**config.mk**
```make
export PLATFORM = sky130hd
export DESIGN_NAME = gene_sweep_ctrl
export DESIGN_NICKNAME = d
export VERILOG_FILES = /design/src/rtl/gene_sweep_ctrl.sv
export SDC_FILE = /design/constraint.sdc
export NUM_CORES = 1
export LEC_CHECK = 0
export BUFFER_PORTS_ARGS = -buffer_cell sky130_fd_sc_hd__buf_2
export CORE_MARGIN = 8
export CORE_UTILIZATION = 35
export CTS_CLUSTER_SIZE = 14
export DETAILED_ROUTE_END_ITERATION = 16
export PLACE_DENSITY = 0.62
export SETUP_SLACK_MARGIN = 0.4
export SKIP_CTS_REPAIR_TIMING = 1
export SYNTH_ARGS = -nofsm -noshare
export SYNTH_HDL_FRONTEND = slang
export SYNTH_SLANG_ARGS = --single-unit
```
**constraint.sdc**
```tcl
create_clock -name clk -period 2.85 [get_ports clk]
set_input_delay 0.57 -clock clk [delete_from_list [all_inputs] [get_ports clk]]
set_output_delay 0.57 -clock clk [all_outputs]
set_load 0.01 [all_outputs]
```
**src/rtl/gene_sweep_ctrl.sv**
```systemverilog
// gene_sweep_ctrl: sweeps initial states through an external gene-network map and
// classifies each trajectory's attractor with Brent's cycle detection.
// Optional feature macro: GENE_SWEEP_STEPS_EN (reports per-trajectory step count on res_steps).
module gene_sweep_ctrl #(
    parameter int MAX_STEPS = 1023
) (
    input  logic       clk,
    input  logic       rst,
    input  logic       start,
    input  logic [7:0] range_lo,
    input  logic [7:0] range_hi,
    output logic [7:0] net_x,
    input  logic [7:0] net_fx,
    output logic       busy,
    output logic       res_valid,
    input  logic       res_ready,
    output logic [7:0] res_init,
    output logic [1:0] res_kind,
    output logic [8:0] res_len,
    output logic [7:0] res_rep,
    output logic [9:0] res_steps,
    output logic       done
);
    typedef enum logic [1:0] {IDLE, LOAD, RUN, REPORT} state_t;
    state_t state, state_nx;
    logic [7:0] hi, cur_init, hare, tortoise;
    logic [9:0] power, lam, steps, lam_inc;
    logic [10:0] steps_inc;
    logic detect, timeout, last;
    assign lam_inc   = lam + 10'd1;
    assign steps_inc = {1'b0, steps} + 11'd1;
    assign detect    = net_fx == tortoise;
    assign timeout   = steps_inc == 11'(MAX_STEPS);
    assign last      = cur_init == hi;
    assign net_x     = hare;
    assign busy      = state != IDLE;
    assign res_valid = state == REPORT;
    // state register; reset abandons any sweep in flight
    always_ff @(posedge clk or posedge rst) begin
        if (rst) state <= IDLE;
        else     state <= state_nx;
    end
    // next-state: an empty range never leaves IDLE, detection or timeout ends RUN
    always_comb begin
        state_nx = state;
        case (state)
            IDLE:    state_nx = start && range_lo <= range_hi ? LOAD : IDLE;
            LOAD:    state_nx = RUN;
            RUN:     state_nx = detect || timeout ? REPORT : RUN;
            REPORT:  state_nx = res_ready ? (last ? IDLE : LOAD) : REPORT;
            default: state_nx = IDLE;
        endcase
    end
`ifdef GENE_SWEEP_STEPS_EN
    logic [9:0] res_steps_q;
    assign res_steps = res_steps_q;
    // step count latched alongside the rest of the record
    always_ff @(posedge clk or posedge rst) begin
        if (rst) res_steps_q <= '0;
        else if (state == RUN && (detect || timeout)) res_steps_q <= steps_inc[9:0];
    end
`else
    assign res_steps = '0;
`endif
    // sweep bookkeeping, Brent tortoise/hare walk and result record capture
    always_ff @(posedge clk or posedge rst) begin
        if (rst) begin
            hi       <= '0;
            cur_init <= '0;
            hare     <= '0;
            tortoise <= '0;
            power    <= '0;
            lam      <= '0;
            steps    <= '0;
            res_init <= '0;
            res_kind <= '0;
            res_len  <= '0;
            res_rep  <= '0;
            done     <= 1'b0;
        end else begin
            done <= 1'b0;
            case (state)
                IDLE: begin
                    if (start && range_lo > range_hi) done <= 1'b1;
                    else if (start) begin
                        hi       <= range_hi;
                        cur_init <= range_lo;
                    end
                end
                LOAD: begin
                    hare     <= cur_init;
                    tortoise <= cur_init;
                    power    <= 10'd1;
                    lam      <= '0;
                    steps    <= '0;
                end
                RUN: begin
                    hare  <= net_fx;
                    steps <= steps_inc[9:0];
                    lam   <= lam_inc;
                    if (detect) begin
                        res_init <= cur_init;
                        res_kind <= lam == 10'd0 ? 2'b00 : 2'b01;
                        res_len  <= lam_inc[8:0];
                        res_rep  <= net_fx;
                    end else begin
                        if (lam_inc == power) begin
                            tortoise <= net_fx;
                            power    <= {power[8:0], 1'b0};
                            lam      <= '0;
                        end
                        if (timeout) begin
                            res_init <= cur_init;
                            res_kind <= 2'b10;
                            res_len  <= '0;
                            res_rep  <= net_fx;
                        end
                    end
                end
                REPORT: begin
                    if (res_ready && last) done <= 1'b1;
                    else if (res_ready) cur_init <= cur_init + 8'd1;
                end
                default: done <= 1'b0;
            endcase
        end
    end
endmodule

```
# Word-level counts from Yosys, hierarchy flattened
# Index checks and enable logic that the tools add are counted.
[word_totals]
inputBits = 28
word_cells = 79
ff_bits = 92
[op_classes]
n_reduce_logical = 14
bitwise = 1
n_lt_le_gt_ge = 2
muxes = 33
eq_ne = 13
n_addsub = 3
[ops]
columns = ["operator", "count"]
rows = [
  ["two-way mux 8 bit", 10],
  ["one-hot mux 10 bit (2 select lines)", 3],
  ["one-hot mux 8 bit (2 select lines)", 3],
  ["two-way mux 10 bit", 4],
  ["two-way mux 9 bit", 2],
  ["== test 8 bit", 2],
  ["adder 10 x 1 -> 11 bit, second input constant", 1],
  ["== test 11 x 10 -> 1 bit, second input constant", 1],
  ["adder 10 x 1 -> 10 bit, second input constant", 1],
  ["== test 10 bit", 1],
  ["logical NOT 10 bit", 1],
  ["inequality test 2 bit, second input constant", 5],
  ["adder 8 x 1 -> 8 bit, second input constant", 1],
  ["> comparator 8 bit", 1],
  ["<= comparator 8 bit", 1],
  ["one-hot mux 2 bit (4 select lines)", 1],
  ["nonzero test 2 bit", 4],
  ["two-way mux 1 bit", 6],
  ["two-way mux 2 bit", 3],
  ["AND reduction 3 bit", 2],
  ["AND reduction 5 bit", 1],
  ["== test 2 bit, second input constant", 2],
  ["logical AND 1 bit", 3],
  ["== test 2 x 1 -> 1 bit, second input constant", 1],
  ["other kinds (6)", 6],
]

# Logic depth before layout (Yosys ltp)
# Gate-level depths: netlist of the first run.
[logic_depth]
depth_word = 5
depth_mapped = 11
depth_no_buf = 9

# Worst setup path after synthesis of the first run
# Ideal clock, no wire load.
[synth_path]
path_kind = "reg-to-reg"
start = "register lam[0]"
end = "register tortoise[1]"
arrival_time_ns = 2.717
stages_incl_launch_ff = 12
slack_ns = -0.004
required_ns = 2.713
path_cell_list = "dfrtp_1 -> clkbuf_2 -> inv_1 -> ha_1 -> xor2_1 -> nor3_2 -> nand4_1 -> or4_4 -> or4_1 -> buf_2 -> o22ai_1 -> a21oi_1"
[synth_between]
elab_chain_len = 4
[synth_lines]
columns = ["item", "line", "text"]
rows = [
  ["start, declared", "27", "logic [9:0] power, lam, steps, lam_inc;"],
  ["start signal, assigned", "100", "lam <= lam_inc;"],
  ["adder 10 x 1 -> 10 bit", "30", "assign lam_inc = lam + 10'd1;"],
  ["== test 10 bit", "107", "if (lam_inc == power) begin"],
  ["inequality test 2 bit (no line)", "--", ""],
  ["AND reduction 3 bit (no line)", "--", ""],
  ["end signal, assigned", "92", "tortoise <= cur_init;"],
  ["end signal, assigned", "108", "tortoise <= net_fx;"],
  ["end, declared", "26", "logic [7:0] hi, cur_init, hare, tortoise;"],
]
# No other way between the ends.
# A chain may end at the register's enable or synchronous reset.

# Final worst setup path of the first run
[layout_path]
start = "register lam[0]"
end = "register tortoise[3]"
# Same word-level chain as after synthesis.

==> reports/qor.tcl, run 1 <==
set qor(status) {complete, no violations}
set qor(antenna_cells) 0
set qor(fillCellCount) 1485
set qor(grt_util_all_layers) 0.142
set qor(route.vias.total) 4500
set qor(maximum_number_of_pins_on_one_net_before_global_route_repair) 93
set qor(finish.utilization) 0.440
set qor(critical-path-top-cell-by-count) {sky130_fd_sc_hd__or4_4}
set qor(totalNegativeSetupSlack_ns) 0
set qor(grt_pass1_wl_um) 22700
set qor(drt-wirelength-per-cell_um) 17.0
set qor(clock_path_buffers) 2
set qor(synth_cell_types) 59
set qor(syn_area_um2) 5370
set qor(totalPowerFinal_mw) 5.78
set qor(worst-endpoint-required_ns) 3.06
set qor(gp_routability_congestion) 0.868
set qor(path_cells) {buf_6 -> inv_4 -> ha_4 -> xor2_2 -> nor3_2 -> nand4_1 -> or4_4 -> or4_4 -> o22ai_1 -> a21oi_1}
set qor(slew-limit-headroom) 0.556
set qor(final_area_um2) 6640
set qor(worstHoldPathType) {input port to asynchronous set/reset pin}
set qor(fmax_mhz) 370
set qor(number_of_hold_slack_violations_in_the_final_timing_report) 0
set qor(h_tree_levels) 3
set qor(die-width_um) 140
set qor(finClkSkew_ns) 0.0110
set qor(cpMaxStageDelayCell) {sky130_fd_sc_hd__or4_4}
set qor(initial_core_util) 0.356
set qor(layout-drive-gt1-share) 0.284
set qor(synth_largest_type_area_fraction) 0.429
set qor(synth_area_per_cell_um2) 9.34
set qor(reg2reg_end) {tortoise[3]$_DFFE_PP0P_}
set qor(layout-area-overhead-vs-synth_pct) 23.6
set qor(cellPowerDensity_nw_per_um2) 871
set qor(post-route-drc-count) 0
set qor(worst_path_maximum_fanout) 8
set qor(top_level_pins) 76
set qor(rr_startpoint) {lam[0]$_DFFE_PP0P_}
set qor(placement_rows) 45
set qor(area.sequential_um2) 2310
set qor(synthFlopType) {sky130_fd_sc_hd__dfrtp_1}
set qor(number_of_flops_mapped_to_enable_cells_by_yosys) 0
set qor(crit_path_start_kind) {flip-flop}
set qor(depth_of_the_most_critical_reg_to_reg_path) 10
set qor(worst_path_largest_cell_delay_ns) 0.61
set qor(dp.final_hpwl_um) 9900
set qor(cts_tree) {yes}
set qor(die_height_um) 140
set qor(final_common_cell) {sky130_fd_sc_hd__dfrtp_1}
set qor(min_period_over_period) 0.949
set qor(maxSlewViolCount) 0
set qor(element_type_at_the_critical_path_end) {flip-flop}
set qor(synth.yosys.seq_area_share) 0.429
set qor(io_buffer_count) 65
set qor(first_global_vias) 4428
set qor(maxCapViolCount) 0
set qor(synth.top_cells.by_area) {sky130_fd_sc_hd__dfrtp_1, sky130_fd_sc_hd__mux2_2, sky130_fd_sc_hd__xnor2_1}
set qor(timing.setup.critical_path_class) {flip-flop to flip-flop}
set qor(worst-endpoint-arrival_ns) 2.92
set qor(cts-buffers-inserted) 9
set qor(synth.yosys.warnings) 0
set qor(placed_cells_incl_taps) 813
set qor(synth_area_leader_cell) {sky130_fd_sc_hd__dfrtp_1}
set qor(final_antenna_net_count) 0
set qor(finalNetCount) 694
set qor(floorplan.die_area_um2) 19600
set qor(finalCriticalPeriod_ns) 2.70
set qor(wl_um) 14300
set qor(postSynthRegisterBits) 92
set qor(most_frequent_cells_in_the_layout) {sky130_fd_sc_hd__dfrtp_1, sky130_fd_sc_hd__buf_2, sky130_fd_sc_hd__nand2_1}
set qor(detail_route.first_pass.iterations) 4
set qor(ff2ff_setup_slack_ns) 0.15
set qor(leakage_component_of_the_power_nw) 2.92
set qor(vias_per_cell) 5.34
set qor(synthArstFlopShare) 1.00
set qor(clk_pin_slew_ns) 0.07
set qor(vdd_ir_drop_max_uv) 487
set qor(antenna_found_initial) 0
set qor(place_area_um2) 5980
set qor(cts.sink_count) 92
set qor(report.final.setup_viol) 0
set qor(unrepaired_setup_endpoints_after_global_routing) {true}
set qor(detailedRoute.firstIterationViolations) 295
set qor(final_cell_count_no_fill) 842
set qor(core-area_um2) 15100
set qor(grt.overflow.total) 0
set qor(multi_input_area_um2) 2950
set qor(worst_slew_pin_slew_ns) 0.666
set qor(post_synth_inst_count) 575
set qor(clock_tree.root_cell) {sky130_fd_sc_hd__clkbuf_16}
set qor(clkLatencyLatePin_ns) 0.35
per-layer routing:
| metal | global-route usage | routed length [µm] | vias up |
|---|---|---|---|
| met4 | 0.0543 | 311 | 0 |
| met1 | 0.177 | 6550 | 2189 |
| met3 | 0.0313 | 574 | 21 |
| met5 | 0 | 0 | - |
| li1 | - | - | 2166 |
| met2 | 0.234 | 6860 | 124 |
registers in the layout, summed over array words and instances (netlist names):
signal	flops
lam	10
res_kind	2
done	1
res_rep	8
cur_init	8
hi	8
res_len	9
net_x	8
power	10
steps	10
tortoise	8
res_init	8
state	2
how the worst max path moves through the flow:
stage,start,end,slack [ns],cells after the start
3_3_place_gp,lam[1]$_DFFE_PP0P_,tortoise[1]$_DFFE_PP0P_,0.12,8
6_report,lam[0]$_DFFE_PP0P_,tortoise[3]$_DFFE_PP0P_,0.15,10
3_5_place_dp,lam[1]$_DFFE_PP0P_,tortoise[1]$_DFFE_PP0P_,0.04,8
5_1_grt,lam[0]$_DFFE_PP0P_,tortoise[1]$_DFFE_PP0P_,0.07,10
4_1_cts,lam[1]$_DFFE_PP0P_,tortoise[1]$_DFFE_PP0P_,0.02,8
2_1_floorplan,lam[1]$_DFFE_PP0P_,tortoise[1]$_DFFE_PP0P_,0.21,10
cells in the mapped netlist (all sizes together), types with 2 or more instances:
| cell type | n |
|---|---|
| nor3 | 12 |
| o21ai | 21 |
| o31a | 2 |
| o211ai | 2 |
| o21a | 3 |
| a21oi | 43 |
| nand2 | 45 |
| nor2 | 40 |
| xor2 | 6 |
| o2bb2ai | 4 |
| a211oi | 3 |
| inv | 36 |
| and4 | 2 |
| o22a | 9 |
| xnor2 | 25 |
| o31ai | 8 |
| nand3 | 35 |
| a31oi | 11 |
| nor2b | 5 |
| ha | 17 |
| or2 | 4 |
| mux2i | 12 |
| or4 | 8 |
| dfrtp | 92 |
| nor4 | 2 |
| mux2 | 25 |
| o22ai | 18 |
| clkbuf | 20 |
| nand4 | 9 |
| buf | 30 |
| a21o | 2 |
| and3 | 7 |
where the power goes:
part           switching [mW]  internal, mW  total, mW  leakage, nW
Clock                   0.552         0.783       1.33        0.163
Combinational            1.37          1.06       2.43         1.60
Sequential              0.373          1.65       2.02         1.16
critical path: cells and delay by family (launching register included):
| kind | cells | cell delay (ns) |
|---|---|---|
| AND/OR/NAND/NOR | 4 | 1.34 |
| flip-flops | 1 | 0.42 |
| AO/OA/AOI/OAI | 2 | 0.24 |
| buffers and inverters | 2 | 0.21 |
| adder cells (fa/ha/maj) | 1 | 0.20 |
| XOR/XNOR | 1 | 0.15 |
logic make-up (layout without fill, tap and decap cells):
group | Yosys count | in the layout | share of synthesized area
simple gates | 173 | 174 | 0.160
compound gates | 136 | 136 | 0.160
flops | 92 | 92 | 0.429
buf+inv | 86 | 155 | 0.0752
mux | 37 | 37 | 0.0771
xor+xnor | 33 | 33 | 0.0592
fa+ha+maj | 17 | 17 | 0.0396
other cells | 1 | 10 | 0.000698
through the flow:
stage | setup WS (ns) | hold WS [ns]
3_5_place_dp | 0.0363 | 0.487
3_3_place_gp | 0.124 | 0.480
2_1_floorplan | 0.214 | 0.474
4_1_cts | 0.0185 | 0.380
6_report | 0.145 | 0.341
5_1_grt | 0.0724 | 0.425
final cells by class:
class                           count  share of cell area
Sequential cell                    92               0.348
Clock buffer                        9              0.0339
Multi-Input combinational cell    407               0.444
Inverter                           36              0.0213
Tap cell                          188              0.0354
Clock inverter                      7              0.0154
Timing Repair Buffer              103               0.102
(Power assumes the default switching activity.)
==> run 2, diff against run 1 <==
--- a/config.mk
+++ b/config.mk
@@ -10,6 +10,7 @@
 export CORE_UTILIZATION = 35
 export CTS_CLUSTER_SIZE = 14
 export DETAILED_ROUTE_END_ITERATION = 16
+export MAX_ROUTING_LAYER = met4
 export PLACE_DENSITY = 0.62
 export SETUP_SLACK_MARGIN = 0.4
 export SKIP_CTS_REPAIR_TIMING = 1
==> run 2 against run 1 <==
First-iteration DRC count grew 3.4%. Combinational power is essentially flat. Global-route usage grew 0.42 points. Die area is the same. Fmax grew 0.19%. Sequential share of layout area is essentially flat. Final area is essentially flat. Critical endpoint unchanged.
==> reports/qor.tcl, run 2 (synthesis results as in run 1) <==
set qor(power.internal_mw) 3.49
set qor(largest_registers_in_the_final_layout) {lam: 10 flops, power: 10 flops, steps: 10 flops}
set qor(core-area_um2) 15100
set qor(cts_tree) {yes}
set qor(cts-buffers-inserted) 9
set qor(worst_path_largest_cell_delay_ns) 0.61
set qor(first_global_vias) 4438
set qor(grt_use_met3) 0.0268
set qor(crit_path_start_kind) {flip-flop}
set qor(report.final.setup_viol) 0
set qor(share_comb_of_total_power) 0.420
set qor(grt_pass1_wl_um) 22600
set qor(clock_path_buffers) 2
set qor(layout-area-overhead-vs-synth_pct) 23.7
set qor(unrepaired_setup_endpoints_after_global_routing) {true}
set qor(grt.met1_usage) 0.180
set qor(number_of_hold_slack_violations_in_the_final_timing_report) 0
set qor(path_cells) {buf_6 -> inv_4 -> ha_4 -> xor2_2 -> nor3_2 -> nand4_1 -> or4_4 -> or4_4 -> o22ai_1 -> a21oi_1}
set qor(vias_per_cell) 5.34
set qor(totalPowerFinal_mw) 5.79
set qor(fmax_mhz) 370
set qor(min_period_over_period) 0.947
set qor(crit_buf_inv) 2
set qor(finish.utilization) 0.441
set qor(detailedRoute.firstIterationViolations) 305
set qor(cpMaxStageDelayCell) {sky130_fd_sc_hd__or4_4}
set qor(finalCriticalPeriod_ns) 2.70
set qor(vdd_ir_drop_max_uv) 489
set qor(net-switching-power_mw) 2.30
set qor(final_common_cell) {sky130_fd_sc_hd__dfrtp_1}
set qor(layout-drive-gt1-share) 0.286
set qor(slew-limit-headroom) 0.544
set qor(initial_core_util) 0.356
set qor(worst-endpoint-arrival_ns) 2.91
set qor(worst-endpoint-required_ns) 3.07
set qor(clk_pin_slew_ns) 0.07
set qor(die_height_um) 140
set qor(detail_route.first_pass.iterations) 4
set qor(antenna_found_initial) 0
set qor(final_area_um2) 6650
set qor(h_tree_levels) 3
set qor(worstHoldPathType) {input port to asynchronous set/reset pin}
set qor(sw_frac_of_total) 0.397
set qor(maxSlewViolCount) 0
set qor(timing.setup.critical_path_class) {flip-flop to flip-flop}
set qor(clock_tree.root_cell) {sky130_fd_sc_hd__clkbuf_16}
set qor(placement_rows) 45
set qor(element_type_at_the_critical_path_end) {flip-flop}
set qor(status) {complete, no violations}
set qor(worst_slew_pin_slew_ns) 0.684
set qor(maximum_number_of_pins_on_one_net_before_global_route_repair) 93
set qor(drt-wirelength-per-cell_um) 17.0
set qor(worst_path_dominant_cell_family) {simple AND/OR/NAND/NOR gates}
set qor(final_antenna_net_count) 0
set qor(global_route_met2_usage) 0.235
set qor(totalNegativeSetupSlack_ns) 0
set qor(finalNetCount) 694
set qor(grt_util_all_layers) 0.146
set qor(worst_path_maximum_fanout) 8
set qor(floorplan.die_area_um2) 19600
set qor(io_buffer_count) 65
set qor(wl_um) 14300
set qor(share_clk_of_total_power) 0.231
set qor(portion_of_total_power_attributed_to_sequential_cells) 0.349
set qor(gp_routability_congestion) 0.882
set qor(finClkSkew_ns) 0.0126
set qor(most_frequent_cells_in_the_layout) {sky130_fd_sc_hd__dfrtp_1, sky130_fd_sc_hd__buf_2, sky130_fd_sc_hd__nand2_1}
set qor(post-route-drc-count) 0
set qor(route.vias.total) 4498
set qor(leakage_component_of_the_power_nw) 2.92
set qor(cellPowerDensity_nw_per_um2) 871
set qor(maxCapViolCount) 0
set qor(antenna_cells) 0
set qor(place_area_um2) 5980
set qor(cts.sink_count) 92
set qor(dp.final_hpwl_um) 9900
set qor(grt.overflow.total) 0
set qor(die-width_um) 140
set qor(critical-path-top-cell-by-count) {sky130_fd_sc_hd__or4_4}
set qor(busiest_layer) {met2}
set qor(top_level_pins) 76
set qor(clkLatencyLatePin_ns) 0.35
[run 2: path summary, 6_finish.rpt]
kind | startpoint | endpoint | slack (ns) | depth (start not counted)
worst min-delay path | rst | cur_init[2]$_DFFE_PP0P_ | 0.34 | 3
min in group clk | range_hi[3] | hi[3]$_DFFE_PP0P_ | 0.46 | 2
worst max-delay path | lam[0]$_DFFE_PP0P_ | tortoise[3]$_DFFE_PP0P_ | 0.15 | 10
worst min register to register | res_len[8]$_DFFE_PP0P_ | res_len[8]$_DFFE_PP0P_ | 0.49 | 2
worst max register to register | lam[0]$_DFFE_PP0P_ | tortoise[3]$_DFFE_PP0P_ | 0.15 | 10
max in group asynchronous | rst | lam[1]$_DFFE_PP0P_ | 2.10 | 3
[run 2: layer usage]
layer / vias to the layer above / wire (µm)
met3: 23 / 614
met1: 2190 / 6450
li1: 2161 / -
met4: 0 / 329
met2: 124 / 6920
met5: - / 0
[run 2: area by class of cell]
| type | count | area, µm² |
|---|---|---|
| multi-input cells | 407 | 2960 |
| repair buffers | 103 | 679 |
| clock buffers | 9 | 225 |
| inverters | 36 | 141 |
| flip-flops and latches | 92 | 2310 |
| fillers | 1485 | 8440 |
| well taps | 188 | 235 |
| clock inverters | 7 | 103 |
[run 2: stage by stage]
step | hold WS (ns) | instances | setup WS [ns]
2_1_floorplan | 0.474 | 584 | 0.214
3_3_place_gp | 0.480 | 813 | 0.124
3_5_place_dp | 0.487 | 813 | 0.0363
4_1_cts | 0.380 | 829 | 0.0185
5_1_grt | 0.423 | 842 | 0.0725
6_report | 0.341 | 842 | 0.151
[run 2: worst min-delay path: stages]
cell and delay [ns]:
sky130_fd_sc_hd__buf_2 0.11, sky130_fd_sc_hd__clkinvlp_4 0.07, sky130_fd_sc_hd__buf_12 0.37
[run 2: power groups by stage]
stage / Sequential (mW) / Clock, mW / Combinational [mW]
floorplan: 1.91 / 0 / 1.74
global placement: 2.01 / 0 / 2.22
detailed placement: 2.03 / 0 / 2.30
CTS: 2.00 / 1.35 / 2.31
global route: 2.07 / 1.41 / 2.68
finish: 2.02 / 1.34 / 2.43
==> run 3, diff against run 2 <==
--- a/config.mk
+++ b/config.mk
@@ -6,7 +6,6 @@
 export NUM_CORES = 1
 export LEC_CHECK = 0
 export BUFFER_PORTS_ARGS = -buffer_cell sky130_fd_sc_hd__buf_2
-export CORE_MARGIN = 8
 export CORE_UTILIZATION = 35
 export CTS_CLUSTER_SIZE = 14
 export DETAILED_ROUTE_END_ITERATION = 16
==> run 3 against run 2 <==
Sequential power about the same. Flip-flop and latch count unchanged. Highest routed layer unchanged. Wire length down 2.7%. Clock power down 6%. Fmax down 3.9%.
==> reports/qor.tcl, run 3 (synthesis results as in run 1) <==
set qor(antenna_cells) 0
set qor(largest_registers_in_the_final_layout) {lam: 10 flops, power: 10 flops, steps: 10 flops}
set qor(die-width_um) 126
set qor(die_height_um) 126
set qor(area.sequential_um2) 2310
set qor(portion_of_total_power_attributed_to_sequential_cells) 0.354
set qor(initial_core_util) 0.364
set qor(grt_util_all_layers) 0.183
set qor(layout-drive-gt1-share) 0.290
set qor(cts.sink_count) 92
set qor(postLayoutSetupSlackWorst_ns) 0.0402
set qor(top_level_pins) 76
set qor(worstHoldPathType) {input port to asynchronous set/reset pin}
set qor(totalPowerFinal_mw) 5.71
set qor(worst_slew_pin_slew_ns) 0.685
set qor(clkLatencyLatePin_ns) 0.35
set qor(unrepaired_setup_endpoints_after_global_routing) {true}
set qor(cellPowerDensity_nw_per_um2) 874
set qor(route.vias.total) 4513
set qor(element_type_at_the_critical_path_end) {flip-flop}
set qor(vias_per_cell) 5.40
set qor(reg2reg_end) {tortoise[1]$_DFFE_PP0P_}
set qor(worst_path_largest_cell_delay_ns) 0.65
set qor(min_period_over_period) 0.986
set qor(number_of_hold_slack_violations_in_the_final_timing_report) 0
set qor(clk_pin_slew_ns) 0.07
set qor(post-route-drc-count) 0
set qor(cts-buffers-inserted) 9
set qor(gp_routability_congestion) 0.943
set qor(final_cell_count_no_fill) 836
set qor(leakage_component_of_the_power_nw) 2.86
set qor(share_comb_of_total_power) 0.425
set qor(io_buffer_count) 65
set qor(finalCriticalPeriod_ns) 2.81
set qor(maximum_number_of_pins_on_one_net_before_global_route_repair) 66
set qor(path_cells) {ha_4 -> and3_4 -> mux2i_4 -> nand4_1 -> or4_4 -> or4_4 -> o22ai_2 -> a21oi_2}
set qor(maxSlewViolCount) 0
set qor(antenna_found_initial) 0
set qor(net-switching-power_mw) 2.26
set qor(multi_input_area_um2) 2920
set qor(maxCapViolCount) 0
set qor(finClkSkew_ns) 0.00803
set qor(critical-path-top-cell-by-count) {sky130_fd_sc_hd__or4_4}
set qor(placement_rows) 44
set qor(first_global_vias) 4536
set qor(finalNetCount) 692
set qor(place_worst_setup_slack_ns) -0.0563
set qor(rr_startpoint) {lam[0]$_DFFE_PP0P_}
set qor(clock_tree.root_cell) {sky130_fd_sc_hd__clkbuf_16}
set qor(layout-area-overhead-vs-synth_pct) 21.6
set qor(cts_tree) {yes}
set qor(grt.overflow.total) 0
set qor(power.internal_mw) 3.45
set qor(drt-wirelength-per-cell_um) 16.7
set qor(sw_frac_of_total) 0.397
set qor(clock_path_buffers) 2
set qor(worst-endpoint-arrival_ns) 3.02
set qor(timing.setup.critical_path_class) {flip-flop to flip-flop}
set qor(depth_of_the_most_critical_reg_to_reg_path) 8
set qor(dp.final_hpwl_um) 9500
set qor(floorplan.die_area_um2) 15800
set qor(finish.utilization) 0.443
set qor(detailedRoute.firstIterationViolations) 319
set qor(most_frequent_cells_in_the_layout) {sky130_fd_sc_hd__dfrtp_1, sky130_fd_sc_hd__buf_2, sky130_fd_sc_hd__nand2_1}
set qor(slew-limit-headroom) 0.544
set qor(share_clk_of_total_power) 0.221
set qor(vdd_ir_drop_max_uv) 509
set qor(wl_um) 13900
set qor(detail_route.first_pass.iterations) 9
set qor(h_tree_levels) 3
set qor(grt_pass1_wl_um) 22600
set qor(final_antenna_net_count) 0
set qor(worst_path_maximum_fanout) 8
set qor(core-area_um2) 14800
set qor(cpMaxStageDelayCell) {sky130_fd_sc_hd__or4_4}
set qor(report.final.setup_viol) 0
set qor(final_common_cell) {sky130_fd_sc_hd__dfrtp_1}
set qor(ff2ff_setup_slack_ns) 0.04
set qor(fmax_mhz) 356
set qor(fillCellCount) 1384
set qor(worst-endpoint-required_ns) 3.06
set qor(placed_cells_incl_taps) 807
set qor(crit_path_start_kind) {flip-flop}
set qor(status) {complete, no violations}
==> run 3: layout make-up <==
cell class	instances	share of cell area
multi-input cells	407	0.447
flip-flops and latches	92	0.354
repair buffers	101	0.0942
clock buffers	12	0.0392
well taps	184	0.0352
inverters	36	0.0216
clock inverters	4	0.00862
==> run 3: how the worst max path moves through the flow <==
stage	from	end	slack [ns]	depth (start not counted)
after global placement	lam[0]$_DFFE_PP0P_	tortoise[1]$_DFFE_PP0P_	-0.02	8
after global routing	lam[0]$_DFFE_PP0P_	tortoise[0]$_DFFE_PP0P_	-0.04	8
after detailed placement	lam[0]$_DFFE_PP0P_	tortoise[1]$_DFFE_PP0P_	-0.06	8
final	lam[0]$_DFFE_PP0P_	tortoise[1]$_DFFE_PP0P_	0.04	8
after CTS	lam[0]$_DFFE_PP0P_	tortoise[1]$_DFFE_PP0P_	-0.08	8
after floorplan	lam[1]$_DFFE_PP0P_	tortoise[1]$_DFFE_PP0P_	0.21	10
==> run 3: routing by layer <==
metal / share of wire / up-vias / track usage
met1: 0.45 / 2212 / 0.228
li1: - / 2162 / -
met2: 0.48 / 116 / 0.296
met4: 0.019 / 0 / 0.0546
met5: 0 / - / -
met3: 0.053 / 23 / 0.0412
==> run 3: power by group through the flow <==
stage          sequential, mW  combinational, mW  clock, mW
4_1_cts                  2.00               2.25       1.30
2_1_floorplan            1.91               1.74          0
3_5_place_dp             2.02               2.24          0
6_report                 2.02               2.43       1.26
3_3_place_gp             2.00               2.18          0
5_1_grt                  2.07               2.69       1.34
==> run 3: critical path: cells and delay by family, from the launching register on <==
family,cells,cell delay [ns]
fa+ha+maj,1,0.22
simple gates,4,1.55
flops,1,0.45
mux,1,0.23
compound gates,2,0.23
==> run 3: stage by stage <==
step	hold WS (ns)	setup TNS (ns)	cell area [µm²]
floorplan	0.474	0	5490
global placement	0.484	-0.0248	5950
detailed placement	0.491	-0.205	5950
CTS	0.186	-0.370	6260
global route	0.201	-0.136	6540
finish	0.184	0	6540
